<file path="config.mk">
export PLATFORM = sky130hd
export DESIGN_NAME = ins_loader_flat
export DESIGN_NICKNAME = d
export VERILOG_FILES = /design/src/rtl/ins_loader_pkg.sv /design/src/rtl/ins_loader_if.sv /design/src/rtl/ins_loader_byte_packer.sv /design/src/rtl/ins_loader.sv /design/src/flat_wrapper.sv
export SDC_FILE = /design/constraint.sdc
export NUM_CORES = 1
export LEC_CHECK = 0
export CORE_MARGIN = 2
export CORE_UTILIZATION = 48
export CTS_CLUSTER_DIAMETER = 40
export DETAILED_ROUTE_END_ITERATION = 7
export PLACE_DENSITY = 0.86
export SYNTH_ARGS = -nofsm -noshare
export SYNTH_HDL_FRONTEND = slang
export SYNTH_SLANG_ARGS = --single-unit
</file>
<file path="constraint.sdc">
create_clock -name clk -period 2.5 [get_ports clk]
set_input_delay 0.5 -clock clk [delete_from_list [all_inputs] [get_ports clk]]
set_output_delay 0.5 -clock clk [all_outputs]
set_load 0.03 [all_outputs]
</file>
<file path="src/rtl/ins_loader_pkg.sv">
// Shared types and widths for the boot-time
// instruction loader.
package ins_loader_pkg;

  localparam int LEN_W  = 16;
  localparam int BYTE_W = 8;
  localparam int WORD_W = 32;

  typedef enum logic [2:0] {
    S_IDLE,
    S_LEN_LO,
    S_DATA,
    S_CHK,
    S_DONE,
    S_ERR
  } ld_state_e;

endpackage

</file>
<file path="src/rtl/ins_loader_if.sv">
// Byte-stream input and instruction-memory
// write port of the loader.
interface ins_loader_if;
  import ins_loader_pkg::*;

  logic              in_valid;
  logic [BYTE_W-1:0] in_data;
  logic              in_ready;
  logic              mem_we;
  logic [WORD_W-1:0] mem_addr;
  logic [WORD_W-1:0] mem_wdata;

  modport master (
    output in_valid, in_data,
    input  in_ready,
    input  mem_we, mem_addr, mem_wdata
  );

  modport slave (
    input  in_valid, in_data,
    output in_ready,
    output mem_we, mem_addr, mem_wdata
  );

endinterface

</file>
<file path="src/rtl/ins_loader_byte_packer.sv">
// Packs four accepted bytes big-endian into a
// word and flags the byte that completes it.
module ins_loader_byte_packer
  import ins_loader_pkg::*;
(
  input  logic              clk,
  input  logic              rst_n,
  input  logic              i_en,
  input  logic [BYTE_W-1:0] i_byte,
  output logic [WORD_W-1:0] o_word,
  output logic              o_done
);

  logic [1:0]  r_idx;
  logic [23:0] r_sr;

  always_ff @(posedge clk) begin
    if (!rst_n) begin
      r_idx <= '0;
      r_sr  <= '0;
    end else if (i_en) begin
      r_idx <= r_idx + 2'd1;
      r_sr  <= {r_sr[15:0], i_byte};
    end
  end

  // Word is complete combinationally with byte 3
  assign o_word = {r_sr, i_byte};
  assign o_done = i_en && (r_idx == 2'd3);

endmodule

</file>
<file path="src/rtl/ins_loader.sv">
// Boot loader: parses length, data words and
// checksum, writes imem, then releases the core.
module ins_loader
  import ins_loader_pkg::*;
#(
  parameter logic [WORD_W-1:0] BASE_ADDR = 32'h0,
  parameter int unsigned       MAX_WORDS = 256
) (
  input  logic             clk,
  input  logic             rst_n,
  ins_loader_if.slave      bus,
  output logic             core_run,
  output logic             load_err,
  output logic             busy,
  output logic [LEN_W-1:0] words_loaded
);

  ld_state_e         r_state;
  logic [BYTE_W-1:0] r_len_hi;
  logic [BYTE_W-1:0] r_xor;
  logic [LEN_W-1:0]  r_len;
  logic [LEN_W-1:0]  r_cnt;
  logic              r_we;
  logic [WORD_W-1:0] r_addr;
  logic [WORD_W-1:0] r_wdata;
  logic              r_run;
  logic              r_err;
  logic              r_busy;

  logic              w_acc;
  logic              w_pack_en;
  logic [LEN_W-1:0]  w_len;
  logic              w_too_big;
  logic [WORD_W-1:0] w_word;
  logic              w_done;
  logic              w_last;

  assign w_acc     = bus.in_valid && bus.in_ready;
  assign w_pack_en = w_acc && (r_state == S_DATA);
  assign w_len     = {r_len_hi, bus.in_data};
  assign w_too_big = 32'(w_len) > MAX_WORDS;
  // r_cnt still holds this word's index
  assign w_last    = w_done
                  && (r_cnt + 16'd1 == r_len);

  ins_loader_byte_packer u_packer (
    .clk    (clk),
    .rst_n  (rst_n),
    .i_en   (w_pack_en),
    .i_byte (bus.in_data),
    .o_word (w_word),
    .o_done (w_done)
  );

  always_ff @(posedge clk) begin
    if (!rst_n) begin
      r_state  <= S_IDLE;
      r_len_hi <= '0;
      r_xor    <= '0;
      r_len    <= '0;
      r_cnt    <= '0;
      r_we     <= 1'b0;
      r_addr   <= BASE_ADDR;
      r_wdata  <= '0;
      r_run    <= 1'b0;
      r_err    <= 1'b0;
      r_busy   <= 1'b0;
    end else begin
      r_we <= w_done;
      if (w_done) begin
        r_addr  <= BASE_ADDR
                 + {14'd0, r_cnt, 2'b00};
        r_wdata <= w_word;
        r_cnt   <= r_cnt + 16'd1;
      end
      if (w_acc) begin
        unique case (r_state)
          S_IDLE: begin
            r_len_hi <= bus.in_data;
            r_busy   <= 1'b1;
            r_state  <= S_LEN_LO;
          end
          S_LEN_LO: begin
            r_len <= w_len;
            if (w_len == '0) begin
              r_state <= S_CHK;
            end else if (w_too_big) begin
              r_state <= S_ERR;
              r_err   <= 1'b1;
              r_busy  <= 1'b0;
            end else begin
              r_state <= S_DATA;
            end
          end
          S_DATA: begin
            r_xor <= r_xor ^ bus.in_data;
            if (w_last) r_state <= S_CHK;
          end
          S_CHK: begin
            r_busy <= 1'b0;
            if (bus.in_data == r_xor) begin
              r_state <= S_DONE;
              r_run   <= 1'b1;
            end else begin
              r_state <= S_ERR;
              r_err   <= 1'b1;
            end
          end
          default: begin
          end
        endcase
      end
    end
  end

  assign bus.in_ready = rst_n && (r_state inside
    {S_IDLE, S_LEN_LO, S_DATA, S_CHK});
  assign bus.mem_we    = r_we;
  assign bus.mem_addr  = r_addr;
  assign bus.mem_wdata = r_wdata;
  assign core_run      = r_run;
  assign load_err      = r_err;
  assign busy          = r_busy;
  assign words_loaded  = r_cnt;

endmodule

</file>
<file path="src/flat_wrapper.sv">
// flat-port wrapper written by rule: the top's interface ports become plain ports
module ins_loader_flat import ins_loader_pkg::*;
#(
  parameter logic [WORD_W-1:0] BASE_ADDR = 32'h0,
  parameter int unsigned       MAX_WORDS = 256
)
  (clk, rst_n, core_run, load_err, busy, words_loaded, bus_in_valid, bus_in_data, bus_in_ready, bus_mem_we, bus_mem_addr, bus_mem_wdata);
  ins_loader_if bus_i ();
  input  logic clk;
  input  logic rst_n;
  output logic core_run;
  output logic load_err;
  output logic busy;
  output logic [LEN_W-1:0] words_loaded;
  input wire logic [$bits(bus_i.in_valid)-1:0] bus_in_valid;
  input wire logic [$bits(bus_i.in_data)-1:0] bus_in_data;
  output wire logic [$bits(bus_i.in_ready)-1:0] bus_in_ready;
  output wire logic [$bits(bus_i.mem_we)-1:0] bus_mem_we;
  output wire logic [$bits(bus_i.mem_addr)-1:0] bus_mem_addr;
  output wire logic [$bits(bus_i.mem_wdata)-1:0] bus_mem_wdata;
  assign bus_i.in_valid = bus_in_valid;
  assign bus_i.in_data = bus_in_data;
  assign bus_in_ready = bus_i.in_ready;
  assign bus_mem_we = bus_i.mem_we;
  assign bus_mem_addr = bus_i.mem_addr;
  assign bus_mem_wdata = bus_i.mem_wdata;
  ins_loader #(.BASE_ADDR(BASE_ADDR), .MAX_WORDS(MAX_WORDS)) u_core (.clk(clk), .rst_n(rst_n), .bus(bus_i), .core_run(core_run), .load_err(load_err), .busy(busy), .words_loaded(words_loaded));
endmodule
</file>
==> results.md <==
* Top_reg_cell synth: dfxtp_1
* Final GP Congestion at 0.863
* Port bufs at 79
* Drt drc at 0
* Fmax at 411 MHz
* Mapped Cells at 680
* Antenna violations before repair at 0
* Post-route cell area at 7220 um^2
* H-Tree Depth at 4
* Worst Tran Pin Value at 856 ps
* Router iterations before antenna repair at 6
* CP max FO at 4
* Proportion of layout cells with a drive suffix above 1 at 0.121
* Relative slew slack at 0.430
* Layout Nets at 788
* Starting density of the core at 0.486
* Post-Synthesis Cell Area at 5500 um^2
* Required time worst endpoint at 2840 ps
* Die width at 111 um
* Final Hold Vio Count at 0
* Unrepaired setup endpoints after global routing: false
* DP HPWL at 9090 um
* Crit-path cells: buf_6 -> and4_4 -> or4_1 -> o22ai_1 -> o2111ai_1 -> or4_1 -> o211a_1 -> a211oi_2
* Setup TNS at 0 ps
* DR iter-0 viols at 535
* Num rows at 39
* Pwr/cell area at 675 nW/um^2
* Wirelength per Cell at 15.2 um
* Min Hold Slack at 451 ps
* Async SR Flop Fraction at 0
* GRT Util Overall at 0.232
* Synthesis-stage register bit count at 129
* Synth warn at 0
* Crit path buf inv count at 1
* Syn_area_per_cell at 8.09 um^2
* DRT Wirelength at 14100 um
* Layout area overhead at 31.3%
* Worst setup path class: reg -> reg
* Status: complete, no violations
* Ports at 96
* Static Leakage at 2.69 nW
* Max-cap violations at 0
* First-pass GRT wire length at 23100 um
* Slew Limit Fails at 0
* Hold_buf cts at 0
* Most frequent CP cell: or4_1
* Critical Path Start Type: register
* CP endpoint kind: register
* Die height at 111 um
* Antenna cells at 0
* Commonest non-fill, non-tap cell in the layout: nand2_1
* Vias per inst at 5.38
* Post-synth EDFFs at 0
* Clock Skews at 8.83 ps
* Crit share post-route at 0.974
* Final setup violation count at 0
* Total congestion overflow at 0
* Max clock buf depth at 2
* CP max stage delay at 560 ps
* Post-DP Area at 6580 um^2
* CTS tree: yes
* CP delay by family, top: simple AND/OR/NAND/NOR gates
* Clock Sink Count at 129
* Vias at 5006
* Peak VDD IR at 0.633 mV
* Hold/Removal Path Class: reg -> reg
* Area of the die at 12300 um^2
* Arrival time at the worst endpoint at 2780 ps
* Worst-skew pair later-pin latency at 420 ps
* Largest net degree at the start of global routing at 86
* Vias in the first global route at 4742
* Core footprint at 11300 um^2
* Post-DRT Antenna Nets at 0
* CTS Buf Count at 17
* Unique masters post-synth at 48
* Crit path time final at 2440 ps
* Root buffer cell: clkbuf_16
* Seq/Total Area, Yosys at 0.470
* Most frequent cells in the layout: nand2_1, dfxtp_1, clkdlybuf4s50_1
* Clock-pin slew on the worst setup and hold paths at 60 ps
* CP max stage cell: or4_1
## final timing paths
check	end	startpoint	slack (ps)	depth (start not counted)
max	u_core.r_state[0]	u_core.words_loaded[0]	60	8
min	u_core.bus.mem_wdata[31]	u_core.bus.mem_wdata[31]	450	2
max reg2reg	u_core.r_state[0]	u_core.words_loaded[0]	60	8
min reg2reg	u_core.bus.mem_wdata[31]	u_core.bus.mem_wdata[31]	450	2
## cells by family (layout without fill, tap and decap cells)
logic type                 Yosys count  count (layout)  share of synthesized area
and+or+nand+nor                    305             305                      0.240
DFF                                129             129                      0.470
other                                1              16                   0.000682
adders and majority gates            2               2                    0.00455
muxes                               21              21                     0.0382
xor gates and xnor gates            51              51                     0.0812
buffers and inverters               72             165                     0.0662
AOI/OAI and AO/OA                   99              99                     0.0994
## final cells by class
class                   instances  area (um^2)
clock inverters                14          180
fillers                       890         4100
inverters                      10         38.8
repair buffers                123         1160
well taps                     143          179
flip-flops and latches        129         2600
clock buffers                  18          429
multi-input cells             494         2640
## cell usage after synthesis, drive strengths merged (8+ instances only)
cell type,n,area share
nand2,169,0.12
buf,32,0.039
xnor2,24,0.038
mux2i,21,0.038
a21oi,71,0.065
nand3,23,0.022
xor2,27,0.043
inv,10,0.0068
nor2,66,0.045
nor3,8,0.0073
o21ai,10,0.0091
dfxtp,129,0.47
clkbuf,30,0.020
nor4,10,0.011
nand4,8,0.010
## per-stage QoR
step / setup slack, ps / cells / util / power (mW)
after floorplan: 3.78 / 695 / - / 2.28
after global placement: -79.6 / 898 / 0.581 / 2.35
after detailed placement: -230 / 898 / 0.581 / 2.35
after CTS: 50.3 / 930 / 0.635 / 4.88
after global routing: 2.02 / 931 / 0.638 / 5.00
final: 64.1 / 931 / 0.638 / 4.87
## repair_timing
| item | in CTS | in global routing |
|---|---|---|
| buffers inserted | 0 | 1 |
| endpoints found under the setup margin | 0 | 1 |
| gates resized for setup | 0 | 8 |
## layer usage
metal  global-route usage  vias to the layer above  part of all wire
met3               0.0547                       34             0.063
met1                0.295                     2352              0.42
met4               0.0963                        0             0.023
met5                    0                        -                 0
met2                0.379                      207              0.49
li1                     -                     2413                 -
## worst reg2reg max path, delay by kind of cell, from the launching register on
family | cells | cell delay, ps
AO/OA/AOI/OAI | 4 | 760
AND/OR/NAND/NOR | 3 | 1100
flip-flops | 1 | 370
buffers and inverters | 1 | 130
## power breakdown
group	internal [mW]	switching, mW
clock network	1.58	0.981
logic	0.0791	0.142
registers	2.07	0.0167
## state kept, by name, summed over array words and instances (netlist names), 2 cells and up
register               flops
u_core.r_len              16
u_core.r_state             3
u_core.u_packer.r_idx      2
u_core.words_loaded       16
u_core.u_packer.r_sr      24
u_core.bus.mem_addr       16
u_core.r_len_hi            8
u_core.r_xor               8
u_core.bus.mem_wdata      32
No activity file was read; power rests on OpenSTA's default activity.
==> edit (same settings) <==
`MAX_WORDS` is set to 256 in 2 places; all go to 128.
--- a/src/rtl/ins_loader.sv
+++ b/src/rtl/ins_loader.sv
@@ -4,7 +4,7 @@
   import ins_loader_pkg::*;
 #(
   parameter logic [WORD_W-1:0] BASE_ADDR = 32'h0,
-  parameter int unsigned       MAX_WORDS = 256
+  parameter int unsigned       MAX_WORDS = 128
 ) (
   input  logic             clk,
   input  logic             rst_n,
--- a/src/flat_wrapper.sv
+++ b/src/flat_wrapper.sv
@@ -2,7 +2,7 @@
 module ins_loader_flat import ins_loader_pkg::*;
 #(
   parameter logic [WORD_W-1:0] BASE_ADDR = 32'h0,
-  parameter int unsigned       MAX_WORDS = 256
+  parameter int unsigned       MAX_WORDS = 128
 )
   (clk, rst_n, core_run, load_err, busy, words_loaded, bus_in_valid, bus_in_data, bus_in_ready, bus_mem_we, bus_mem_addr, bus_mem_wdata);
   ins_loader_if bus_i ();
Behaviour: not the same (Yosys sat finds a counterexample within 4 cycles, from zero or initial values and one cycle with rst_n low).
==> edit against the original RTL <==
  * Fmax is 7.3% higher
  * First-iteration DRC count fell by 33%
  * Worst setup slack better by 160 ps
  * Wire length down 6.0%
  * Total power shrank 1.9%
  * Clock power decreased by 4%
  * Sequential cell count unchanged
  * Synthesized area is 2.4% higher
  * Via count shrank 5.5%
  * Global-route usage shrank 1.9 points
  * Design area decreased by 1.7%
  * Largest power group unchanged
==> edit: results (changes against the original RTL) <==
===================================================================================
Wire length of the first global-routing pass                               21900 um   was 23100 um
Detailed placement HPWL                                                     8970 um   was 9090 um
Number of antenna violations at the first check in global routing                 0   unchanged
Commonest cells in the synthesized netlist                             sky130_fd_sc_hd__nand2_1, sky130_fd_sc_hd__dfxtp_1, sky130_fd_sc_hd__a21boi_0   was sky130_fd_sc_hd__nand2_1, sky130_fd_sc_hd__dfxtp_1, sky130_fd_sc_hd__a21oi_1
Non-clock inverter count in the final layout                                      3   was 10
Max incr delay on CP                                                         760 ps   was 560 ps
Share of final layout cell area taken by non-clock buffers                    13.4%   was 16.1%
Largest clock skew in the final design                                      6.11 ps   was 8.83 ps
Worst-path fanout max                                                            10   was 4
Area of placed instances                                                   6510 um2   was 6580 um2
Relative slew slack                                                           58.2%   was 43.0%
All-layer global routing usage                                                21.2%   was 23.2%
IO buf count                                                                     79   unchanged
TritonCTS Buffers                                                                17   unchanged
# nets final                                                                    745   was 788
Synthesized area per cell                                                  8.57 um2   was 8.09 um2
Vias                                                                           4732   was 5006
Worst-path cell with the longest stage delay                           sky130_fd_sc_hd__clkdlybuf4s50_1   was sky130_fd_sc_hd__or4_1
Sequential area share after synthesis                                         45.8%   was 47.0%
Share of final layout cell area taken by clock buffers and inverters          8.38%   was 8.44%
Vias in the first global route                                                 4536   was 4742
Clock tree buffer count of the final layout                                      19   was 18
Power per cell area                                                      673 nW/um2   was 675 nW/um2
Non-Clock Buffer Count                                                          100   was 123
IR Drop Worst-Case VDD                                                     0.396 mV   was 0.633 mV
Largest net degree at the start of global routing                                82   was 86
Register bit total from synthesis                                               129   unchanged
Skew-Pair Late Insertion Delay                                               410 ps
Final weighted congestion of routability-driven global placement              0.878   was 0.863
Number of warnings printed during yosys synthesis                                 0   unchanged
Iter 0 DRT Violations                                                           359   was 535
Multi-input logic area                                                     2780 um2   was 2640 um2
Data arrival at the endpoint of the critical path                           1770 ps   was 2780 ps
Count of multi-input combinational gates                                        480   was 494
Status                                                                 complete, no violations   unchanged
Fill count                                                                      946   was 890
Ratio of cells with drive above 1 in the final layout                         8.47%   was 12.1%
Total detailed-routing wirelength                                          13300 um   was 14100 um
Fraction of area in registers                                                 36.4%   was 35.9%
Main area contributors after synthesis                                 sky130_fd_sc_hd__dfxtp_1, sky130_fd_sc_hd__nand2_1, sky130_fd_sc_hd__a21boi_0   was sky130_fd_sc_hd__dfxtp_1, sky130_fd_sc_hd__nand2_1, sky130_fd_sc_hd__a21oi_1
Cell class contributing the biggest share of worst-path delay          buffers and inverters   was simple AND/OR/NAND/NOR gates
Cell leakage power                                                          2.54 nW   was 2.69 nW
===================================================================================
## edit: path summary, 6_finish.rpt
| check | startpoint | end | slack [ps] | depth (start not counted) |
|---|---|---|---|---|
| worst max-delay path | u_core.words_loaded[7]$_SDFFE_PN0P_ | words_loaded[7] | 230 | 1 |
| worst min-delay path | u_core.u_packer.r_sr[2]$_SDFFE_PN0P_ | u_core.bus.mem_wdata[10]$_SDFFE_PN0P_ | 460 | 2 |
| worst max register to register | u_core.words_loaded[1]$_SDFFE_PN0P_ | u_core.r_state[0]$_SDFFE_PN0P_ | 400 | 7 |
| worst min register to register | u_core.u_packer.r_sr[2]$_SDFFE_PN0P_ | u_core.bus.mem_wdata[10]$_SDFFE_PN0P_ | 460 | 2 |
## edit: kinds of logic (layout without fill, tap and decap cells)
logic type                 count (synthesis)  after routing  synth area share (%)
DFF                                      129            129                  45.8
other                                      1             16                0.0666
adders and majority gates                  3              3                 0.666
xor gates and xnor gates                  56             56                  8.71
buffers and inverters                     63            135                  5.86
and+or+nand+nor                          281            281                  22.9
AOI/OAI and AO/OA                        116            116                  14.5
muxes                                      8              8                  1.42
## edit: layer usage
metal | wire length [um] | up-vias | global-route usage, %
met5 | 0 | - | 0
met4 | 175 | 0 | 7.07
met3 | 756 | 19 | 4.21
met2 | 6380 | 161 | 35.5
met1 | 5980 | 2265 | 27.6
li1 | - | 2287 | -
## edit: through the flow
step	setup slack, ps	hold slack, ps	std cells	total power, mW
3_5_place_dp	130	445	855	2.36
2_1_floorplan	540	432	672	2.30
3_3_place_gp	189	445	855	2.35
5_1_grt	177	469	887	4.90
6_report	229	458	887	4.78
4_1_cts	225	457	887	4.80
## edit: where the power goes
group	leakage, nW	switching, mW	internal [mW]
sequential	1.04	0.0165	2.07
combinational	1.23	0.136	0.0866
clock	0.275	0.956	1.51
